<file path="src/rtl/nn_act_unit.sv">
// rtl/nn_act_unit.sv - CH-lane two-stage saturating-linear activation / derivative unit
// Optional feature macro: NN_ACT_SATCNT_EN (adds sat_count / sat_clr saturation-event counter)
module nn_act_unit #(
  parameter int CH        = 6,
  parameter int XW        = 17,
  parameter int YW        = 9,
  parameter int SLOPE_SH  = 1,
  parameter int FMAX      = 127,
  parameter int DERIV_VAL = 64
) (
  input  logic             clk,
  input  logic             reset,
  input  logic             in_valid,
  output logic             in_ready,
  input  logic             in_mode,
  input  logic [CH*XW-1:0] in_x,
  output logic             out_valid,
  input  logic             out_ready,
  output logic [CH*YW-1:0] out_y,
  output logic             out_mode,
  output logic [CH-1:0]    sat_mask
`ifdef NN_ACT_SATCNT_EN
  ,
  input  logic             sat_clr,
  output logic [31:0]      sat_count
`endif
);

  // Saturation threshold at full input width; results at output width.
  localparam logic signed [XW-1:0] LIM_POS = XW'(FMAX << SLOPE_SH);
  localparam logic signed [XW-1:0] LIM_NEG = -LIM_POS;
  localparam logic signed [YW-1:0] F_POS   = YW'(FMAX);
  localparam logic signed [YW-1:0] F_NEG   = -F_POS;
  localparam logic signed [YW-1:0] D_VAL   = YW'(DERIV_VAL);

  logic             en1, en2;
  logic [CH-1:0]    in_hi, in_lo;
  logic             s1_valid, s1_mode;
  logic [CH-1:0]    s1_hi, s1_lo;
  logic [CH*YW-1:0] s1_lin;
  logic             s2_valid;
  logic [CH*YW-1:0] y_nxt;

  // A stage advances when it is empty or the stage after it is moving.
  assign en2       = !s2_valid || out_ready;
  assign en1       = !s1_valid || en2;
  assign in_ready  = en1;
  assign out_valid = s2_valid;

  // Per-lane saturation compares on the raw input (boundary counts as saturated).
  always_comb begin
    in_hi = '0;
    in_lo = '0;
    for (int i = 0; i < CH; i++) begin
      in_hi[i] = $signed(in_x[i*XW +: XW]) >= LIM_POS;
      in_lo[i] = $signed(in_x[i*XW +: XW]) <= LIM_NEG;
    end
  end

  // S1 occupancy.
  always_ff @(posedge clk) begin
    if (reset) s1_valid <= 1'b0;
    else if (en1) s1_valid <= in_valid;
  end

  // S1 payload: mode, compare flags and the pre-shifted linear value (only YW bits survive).
  always_ff @(posedge clk) begin
    if (en1 && in_valid) begin
      s1_mode <= in_mode;
      s1_hi   <= in_hi;
      s1_lo   <= in_lo;
      for (int i = 0; i < CH; i++)
        s1_lin[i*YW +: YW] <= in_x[i*XW+SLOPE_SH +: YW];
    end
  end

  // Select saturated, linear or derivative result per lane.
  always_comb begin
    y_nxt = '0;
    for (int i = 0; i < CH; i++) begin
      if (s1_hi[i])      y_nxt[i*YW +: YW] = s1_mode ? '0 : F_POS;
      else if (s1_lo[i]) y_nxt[i*YW +: YW] = s1_mode ? '0 : F_NEG;
      else               y_nxt[i*YW +: YW] = s1_mode ? D_VAL : s1_lin[i*YW +: YW];
    end
  end

  // S2 output register; holds while stalled.
  always_ff @(posedge clk) begin
    if (reset) begin
      s2_valid <= 1'b0;
      out_y    <= '0;
      out_mode <= 1'b0;
      sat_mask <= '0;
    end else if (en2) begin
      s2_valid <= s1_valid;
      if (s1_valid) begin
        out_y    <= y_nxt;
        out_mode <= s1_mode;
        sat_mask <= s1_hi | s1_lo;
      end
    end
  end

`ifdef NN_ACT_SATCNT_EN
  logic [31:0] sat_pop;
  logic [32:0] cnt_sum;

  // Population count of the presented mask, added with carry-out for saturation.
  always_comb begin
    sat_pop = '0;
    for (int i = 0; i < CH; i++)
      sat_pop = sat_pop + 32'(sat_mask[i]);
    cnt_sum = {1'b0, sat_count} + {1'b0, sat_pop};
  end

  // Saturating event counter; clear wins over a same-cycle increment.
  always_ff @(posedge clk) begin
    if (reset || sat_clr) sat_count <= '0;
    else if (out_valid && out_ready) sat_count <= cnt_sum[32] ? '1 : cnt_sum[31:0];
  end
`endif

endmodule

</file>
<file path="config.mk">
export PLATFORM = sky130hd
export DESIGN_NAME = nn_act_unit
export DESIGN_NICKNAME = d
export VERILOG_FILES = /design/src/rtl/nn_act_unit.sv
export SDC_FILE = /design/constraint.sdc
export NUM_CORES = 1
export LEC_CHECK = 0
export CAP_MARGIN = 10
export CORE_MARGIN = 2
export CORE_UTILIZATION = 28
export CTS_CLUSTER_DIAMETER = 120
export DETAILED_ROUTE_END_ITERATION = 8
export PLACE_DENSITY = 0.6
export SYNTH_ARGS = -nofsm -noshare
export SYNTH_HDL_FRONTEND = slang
export SYNTH_SLANG_ARGS = --single-unit
export TNS_END_PERCENT = 1
</file>
<file path="constraint.sdc">
create_clock -name clk -period 3.65 [get_ports clk]
set_input_delay 1.095 -clock clk [delete_from_list [all_inputs] [get_ports clk]]
set_output_delay 1.095 -clock clk [all_outputs]
set_load 0.01 [all_outputs]
</file>
; ---- Word-level counts from Yosys, hierarchy flattened
; Index checks and enable logic that the tools add are counted.
[op_classes]
magnitude_cmp = 12
n_mux = 20
n_bitwise = 1
reduce_logical = 6
[ops]
columns = op, n
row1 = $mux W9, 19
row2 = $ge A17 B9 Y1 const B, 6
row3 = $le A17 B9 Y1 const B, 6
row4 = $mux W7, 1
row5 = $or A6 B6 Y6, 1
row6 = $logic_not A1 Y1, 2
row7 = $logic_or A1 B1 Y1, 2
row8 = $reduce_and A2 Y1, 1
row9 = $logic_and A1 B1 Y1, 1
[totals]
register_bits = 130
output_inout_bits = 63
elab_cells = 48

; ---- Logic depth before layout (Yosys ltp)
; Gate-level depths: netlist (run 1).
[depth]
ltp_word = 4
mapped_depth = 5
mapped_depth_nobuf = 3

; ---- Least setup slack after synthesis (run 1)
; No wires, ideal clock.
[synth_timing]
path_kind = input -> register
from = input out_ready
to = register s1_hi[0], enable pin
setup_time_ns = 0.433
t_arrival_ns = 2.912
required_time_ns = 3.217
path_slack_ns = 0.305
stages = 3
n_path_buf = 0
cell_sequence = nor2b_1 nand2_1 and2_1
[synth_via]
elab_chain_len = 3
[synth_rtl]
columns = element, line_no
row1 = "start, declared", 18  ; input logic out_ready,
row2 = $logic_or A1 B1 Y1, 45  ; assign en2 = !s2_valid || out_ready;
row3 = $logic_or A1 B1 Y1, 46  ; assign en1 = !s1_valid || en2;
row4 = net in_ready, 14  ; output logic in_ready,
row5 = $logic_and A1 B1 Y1, 68  ; if (en1 && in_valid) begin
row6 = "end signal, assigned", 70  ; s1_hi <= in_hi;
row7 = "end, declared", 39  ; logic [CH-1:0] s1_hi, s1_lo;
; The timed path passes the listed nets, and every way through them passes these cells.
; A chain may end at the register's enable or synchronous reset.

; ---- Final worst setup path (run 1)
[layout_timing]
from = input out_ready
to = output in_ready
[layout_via]
elab_chain_len = 2
[layout_rtl]
columns = element, line_no
row1 = $logic_or A1 B1 Y1, 45
row2 = $logic_or A1 B1 Y1, 46
row3 = "end, declared", 14
; No other way between the ends.

==> key figures, run 1 <==
Global route
  • Vias in the first global route: 4099
  • Global-route wire length before repair: about 21000 um
  • Largest net degree at the start of global routing: 68
  • Total GRT Usage: between 10% and 20%
  • Grt ovf: 0
  • Initial antenna violation count: 0

Synth
  • Yosys cell types: 31
  • Post-synthesis sequential area ratio: around 64%
  • Mapped Avg Cell Area: between 10 and 15 um^2
  • Synth area leaders: edfxtp_1 (39%), dfxtp_1 (25%), o2bb2ai_2 (8.8%)
  • Main flop type after synthesis: edfxtp_1
  • Synth top area share: 39.37%
  • Synthesis Warnings: 0
  • EDFF count, synth: between 60 and 70
  • Count leader, synth: edfxtp_1
  • Syn Nets: 500
  • Post-synth top cells: edfxtp_1 (67), dfxtp_1 (63), a21oi_1 (57)
  • Yosys reg bits: between 100 and 150
  • Mapped Area: 0.005110 mm^2
  • FFs w/ async S/R, synth: 0%
  • Mapped Cells: 393
  • Area leader, netlist: edfxtp_1

Clock network
  • CTS Root Cell: clkbuf_16
  • # H-tree levels: 4
  • CTS tree: done
  • Worst-Skew Late Latency: slightly above 400 ps
  • Clk sinks: 130
  • Clk buf depth: 2
  • Reg clk slew, reported paths: ~50 ps
  • Post-CTS setup buffers: 0
  • Total CTS buffers: 17
  • CTS Hold Buffers Added: 0
  • Post-CTS Resized: 0

Floorplan
  • Die Ht: approximately 140 um
  • Row Count: between 40 and 50
  • Initial Util: between 20% and 30%
  • Core Box Area: between 0.015 and 0.02 mm^2
  • Die X-Extent: around 140 um
  • DIE AREA: roughly 0.019 mm^2
  • Ports: 170

Place
  • Post-place instance area: slightly above 0.007 mm^2
  • IO Port Bufs: approximately 170
  • Post-DP HPWL: 9677 um
  • Pre-CTS worst setup slack: around 310 ps
  • Final RePlAce weighted congestion: roughly 0.77

Critical path
  • Setup Crit Path Kind: in2out
  • Crit path DAT: 2240 ps
  • Crit-path max FO: 2
  • CP most frequent cell: clkdlybuf4s50_1
  • CP endpoint kind: primary output
  • Delay-heaviest family, CP: buffers and inverters
  • Worst-path cell chain: clkdlybuf4s50_1 -> nor2b_1 -> nand2_1 -> clkdlybuf4s50_1
  • CP Data Required Time: about 2600 ps
  • Crit-path slowest cell: clkdlybuf4s50_1
  • Slowest cell delay on critical path: 540 ps
  • Worst Setup Start Kind: primary input
  • Buffers and inverters on the worst path: 2

Routing
  • DR WL/cell: ~17 um
  • Antenna Nets Post-Route: 0
  • Number of remaining DRC errors: 0
  • Vias/cell: a little under 5
  • Via count: 3987
  • Detailed Routing Iterations Pass 1: 4
  • WL final: roughly 13000 um
  • Iter 0 DRT Violations: around 110

STA
  • Setup TNS: 0 ps
  • Worst slew margin: around 34%
  • Final-report setup violation count: 0
  • Slew @ Worst Pin: 986.5 ps
  • FMAX: ~0.3 GHz
  • Fin. max-slew vios: 0
  • Tmin final: 3339 ps
  • Worst Clk Skew: 8.332 ps
  • Final Hold Fails: 0
  • Period utilisation layout: 91.49%
  • Setup WS post-layout: just over 300 ps
  • RSZ-0062 raised after global routing: false

Layout
  • # diodes: 0
  • Area delta synth->final: 48.46%
  • Fraction of final layout cells sized beyond drive strength 1: a little under an eighth
  • Finished Cell Area: around 0.0076 mm^2
  • Final nets: roughly 670

Job
  • Max_cap viols: 0

Status
  • Status: finished, final reports clean

Power and ir drop
  • LEAKAGE: about 2.5 nW
  • Max IR drop VDD: roughly 0.00032 V
  • PD cells: around 470 mW/mm^2

Min path
  • HP Class: reg2reg
[final cells by class]
type | instances | area [um^2]
multi-input combinational | 229 | 1688
clock inverter | 7 | 61.31
inverter | 7 | 26.28
sequential | 130 | 3273
clock buffer | 24 | 471.7
tap | 229 | 286.5
fill | 1712 | 10380
timing repair buffer | 179 | 1779
[worst register-to-register path: cells and delay by family (launching register included)]
kind	cells	cell delay, ps
compound gates	1	240
buf+inv	1	280
flops	1	680
simple gates	1	760
[layout by cell type, fill, tap and decap left out, drive strengths merged, types with 7 or more instances in the layout]
cell             n
o21ai           19
dfxtp           63
o2111ai         12
nand2b           7
nor4            12
inv              7
clkdlybuf4s50  169
nor2            14
or4              7
nand4           18
edfxtp          67
o2bb2ai         36
a21oi           58
buf             10
clkbuf          24
[worst paths after layout]
path              from  slack (ps)  depth (start not counted)         to
max reg2reg    s1_mode        1620                          3  out_y[21]
max          out_ready         310                          4   in_ready
min           out_y[4]         460                          1   out_y[4]
min reg2reg   out_y[4]         460                          1   out_y[4]
[per-stage QoR]
| step | power, mW | instances | hold slack, ps | utilization, % |
|---|---|---|---|---|
| after floorplan | 1.827 | 393 | 461.9 | - |
| after global routing | 3.705 | 805 | 482.1 | 42.23 |
| final | 3.570 | 805 | 456.0 | 42.23 |
| after detailed placement | 2.077 | 774 | 445.9 | 39.26 |
| after global placement | 2.070 | 774 | 446.0 | 39.26 |
| after CTS | 3.621 | 805 | 463.2 | 42.23 |
[cell families (layout without fill, tap and decap cells)]
family	count (synthesis)	after routing	share of synthesized area, %
AOI/OAI and AO/OA	155	155	24.22
buffers and inverters	34	217	3.109
DFF	130	130	64.05
and+or+nand+nor	74	74	8.619
[power by group]
group          switching [mW]  total, mW  internal (mW)
Combinational           0.166      0.373          0.207
Sequential             0.0504       1.67           1.62
Clock                   0.565       1.53          0.960
Total                   0.781       3.57           2.79
[sequential cells by signal (all words and copies together), names as in the netlist]
name / cells
s1_mode: 1
out_mode: 1
sat_mask: 6
out_y: 54
s1_valid: 1
out_valid: 1
s1_lin: 54
s1_hi: 6
s1_lo: 6
[routing by layer]
metal | global-route usage [%] | share of wire, % | routed length (um) | vias up
met1 | 16.58 | 44 | 5923 | 1900
met5 | 0 | 0 | 0 | -
met2 | 23.57 | 49 | 6586 | 133
met3 | 4.040 | 5.6 | 748 | 15
li1 | - | - | - | 1939
met4 | 5.688 | 1.6 | 215 | 0
Power figures use the tool's default switching activity.
==> run 2: changes to the inputs <==
Settings changed: DONT_BUFFER_PORTS set to 1, PLACE_DENSITY 0.6 to 0.48.
==> key figures, run 2 (synthesis results as in run 1) <==
STA
  • Period utilisation layout: 69.64% (-22 points)
  • Final Hold Fails: 0 (unchanged)
  • Worst slew margin: 33.52% (-0.48 points)
  • Setup TNS: 0 ps (unchanged)
  • Hold WS: 494.6 ps (+38.62 ps)
  • Final-report setup violation count: 0 (unchanged)
  • Tmin final: 2542 ps (-797.5 ps)
  • RSZ-0062 raised after global routing: false
  • Setup WS post-layout: 1108 ps (+797.5 ps)
  • FMAX: 0.3934 GHz (+31%)
  • Slew @ Worst Pin: 993.6 ps (+7.122 ps)
  • Worst Clk Skew: 8.857 ps (+0.5247 ps)
  • Fin. max-slew vios: 0 (unchanged)

Layout
  • Area delta synth->final: 15.08%
  • FILL cells: 1779 (+3.9%)
  • Finished Cell Area: 0.005881 mm^2 (-22%)
  • Fraction of final layout cells sized beyond drive strength 1: 17.04% (+5.1 points)
  • Post-route insts no fill: 634 (-21%)
  • Top Registers: out_y: 54 flops, s1_lin: 54 flops
  • Final nets: 499 (-26%)
  • Multi-input combinational cell area: 0.001689 mm^2 (about the same)
  • # diodes: 0 (unchanged)
  • Commonest non-fill, non-tap cell in the layout: edfxtp_1
  • Commonest non-fill, non-tap cells in the layout: edfxtp_1 (67), dfxtp_1 (63), a21oi_1 (57)
  • Register area: 0.003273 mm^2 (unchanged)

Clock network
  • # H-tree levels: 4 (unchanged)
  • Post-CTS setup buffers: 0 (unchanged)
  • Clk buf depth: 2 (unchanged)
  • Clk sinks: 130 (unchanged)
  • Worst-Skew Late Latency: 410 ps (about the same)
  • Total CTS buffers: 17 (unchanged)
  • CTS Hold Buffers Added: 0 (unchanged)
  • Reg clk slew, reported paths: 60 ps (about the same)
  • Post-CTS Resized: 0 (unchanged)
  • CTS tree: done
  • CTS Root Cell: clkbuf_16

Critical path
  • R2R Setup Slk: 1660 ps (+40 ps)
  • Crit-path slowest cell: nor2b_1
  • Reg2Reg Depth: 4 (+1)
  • CP Data Required Time: 2550 ps (about the same)
  • CP endpoint kind: primary output
  • Crit-path max FO: 3 (+1)
  • Critical R2R Capture: out_y[5]
  • Worst-path cell chain: nor2b_1 -> nand2_1
  • Worst Setup Start Kind: primary input
  • Slowest cell delay on critical path: 190 ps (-350 ps)
  • Setup Crit Path Kind: in2out
  • Delay-heaviest family, CP: simple AND/OR/NAND/NOR gates
  • R2r startpoint: s1_valid
  • Crit path DAT: 1450 ps (-790 ps)
  • Buffers and inverters on the worst path: 0 (-2)

Global route
  • Vias in the first global route: 3473 (-15%)
  • Largest net degree at the start of global routing: 68 (unchanged)
  • Grt ovf: 0 (unchanged)
  • Total GRT Usage: 13.74% (-0.16 points)
  • Initial antenna violation count: 0 (unchanged)
  • Global-route wire length before repair: 20190 um (-3.9%)

Floorplan
  • Die Ht: 139.1 um (unchanged)
  • Initial Util: 28.45% (unchanged)
  • Row Count: 49 (unchanged)
  • Die X-Extent: 139.1 um (unchanged)
  • DIE AREA: 0.01935 mm^2 (unchanged)
  • Ports: 170 (unchanged)
  • Core Box Area: 0.01796 mm^2 (unchanged)

Routing
  • Detailed Routing Iterations Pass 1: 4 (unchanged)
  • Iter 0 DRT Violations: 146 (+29%)
  • Vias/cell: 5.352 (+8.1%)
  • Via count: 3393 (-15%)
  • Antenna Nets Post-Route: 0 (unchanged)
  • DR WL/cell: 20.84 um (+25%)
  • Number of remaining DRC errors: 0 (unchanged)
  • WL final: 13210 um (-1.9%)

Power and ir drop
  • PD cells: 579.7 mW/mm^2 (+23%)
  • Max IR drop VDD: 0.0003138 V (-2.0%)
  • LEAKAGE: 1.871 nW (-25%)

Min path
  • HP Class: reg2reg
  • WHS Path Cells: 2 (+1)
  • Min-delay src: s1_lin[9]
  • Endpoint, Worst Hold: out_y[9]

Job
  • Max_cap viols: 0 (unchanged)

Place
  • Pre-CTS worst setup slack: 698.0 ps (+385.9 ps)
  • Post-DP HPWL: 9161 um (-5.3%)
  • Post-place instance area: 0.005340 mm^2 (-24%)
  • IO Port Bufs: 0 (-100%)
  • Placed Cells: 602 (-22%)
  • Final RePlAce weighted congestion: 0.7629 (-0.65%)

Status
  • Status: finished, final reports clean
## run 2: per-layer routing
| metal | wire length (um) | part of all wire, % | track usage, % |
|---|---|---|---|
| met1 | 5753 | 44 | 17.04 |
| met2 | 6199 | 47 | 21.67 |
| met3 | 1032 | 7.8 | 5.559 |
| met4 | 227 | 1.7 | 4.997 |
| met5 | 0 | 0 | 0 |
## run 2: layout make-up
cell class | instances | share of cell area, %
repair buffers | 7 | 1.106
multi-input cells | 229 | 28.72
flip-flops and latches | 130 | 55.66
clock inverters | 10 | 1.468
inverters | 7 | 0.4468
well taps | 229 | 4.872
clock buffers | 22 | 7.723
## run 2: worst max path at each step
stage,start,endpoint,slack [ps],depth (start not counted)
after detailed placement,in_x[92],s1_lo[5],700,3
after floorplan,out_ready,s1_hi[0],310,3
after CTS,out_ready,in_ready,1130,2
after global placement,in_x[92],s1_lo[5],720,3
after global routing,in_x[92],s1_lo[5],1100,3
final,out_ready,in_ready,1110,2
## run 2: power by group
part	internal (mW)	total, mW	switching (mW)
clock	0.949	1.56	0.614
sequential	1.62	1.69	0.0722
combinational	0.0560	0.152	0.0957
## run 2: through the flow
step | util, % | total power [mW]
floorplan | - | 1.827
global placement | 29.73 | 1.876
detailed placement | 29.73 | 1.880
CTS | 32.74 | 3.452
global route | 32.74 | 3.538
finish | 32.74 | 3.409
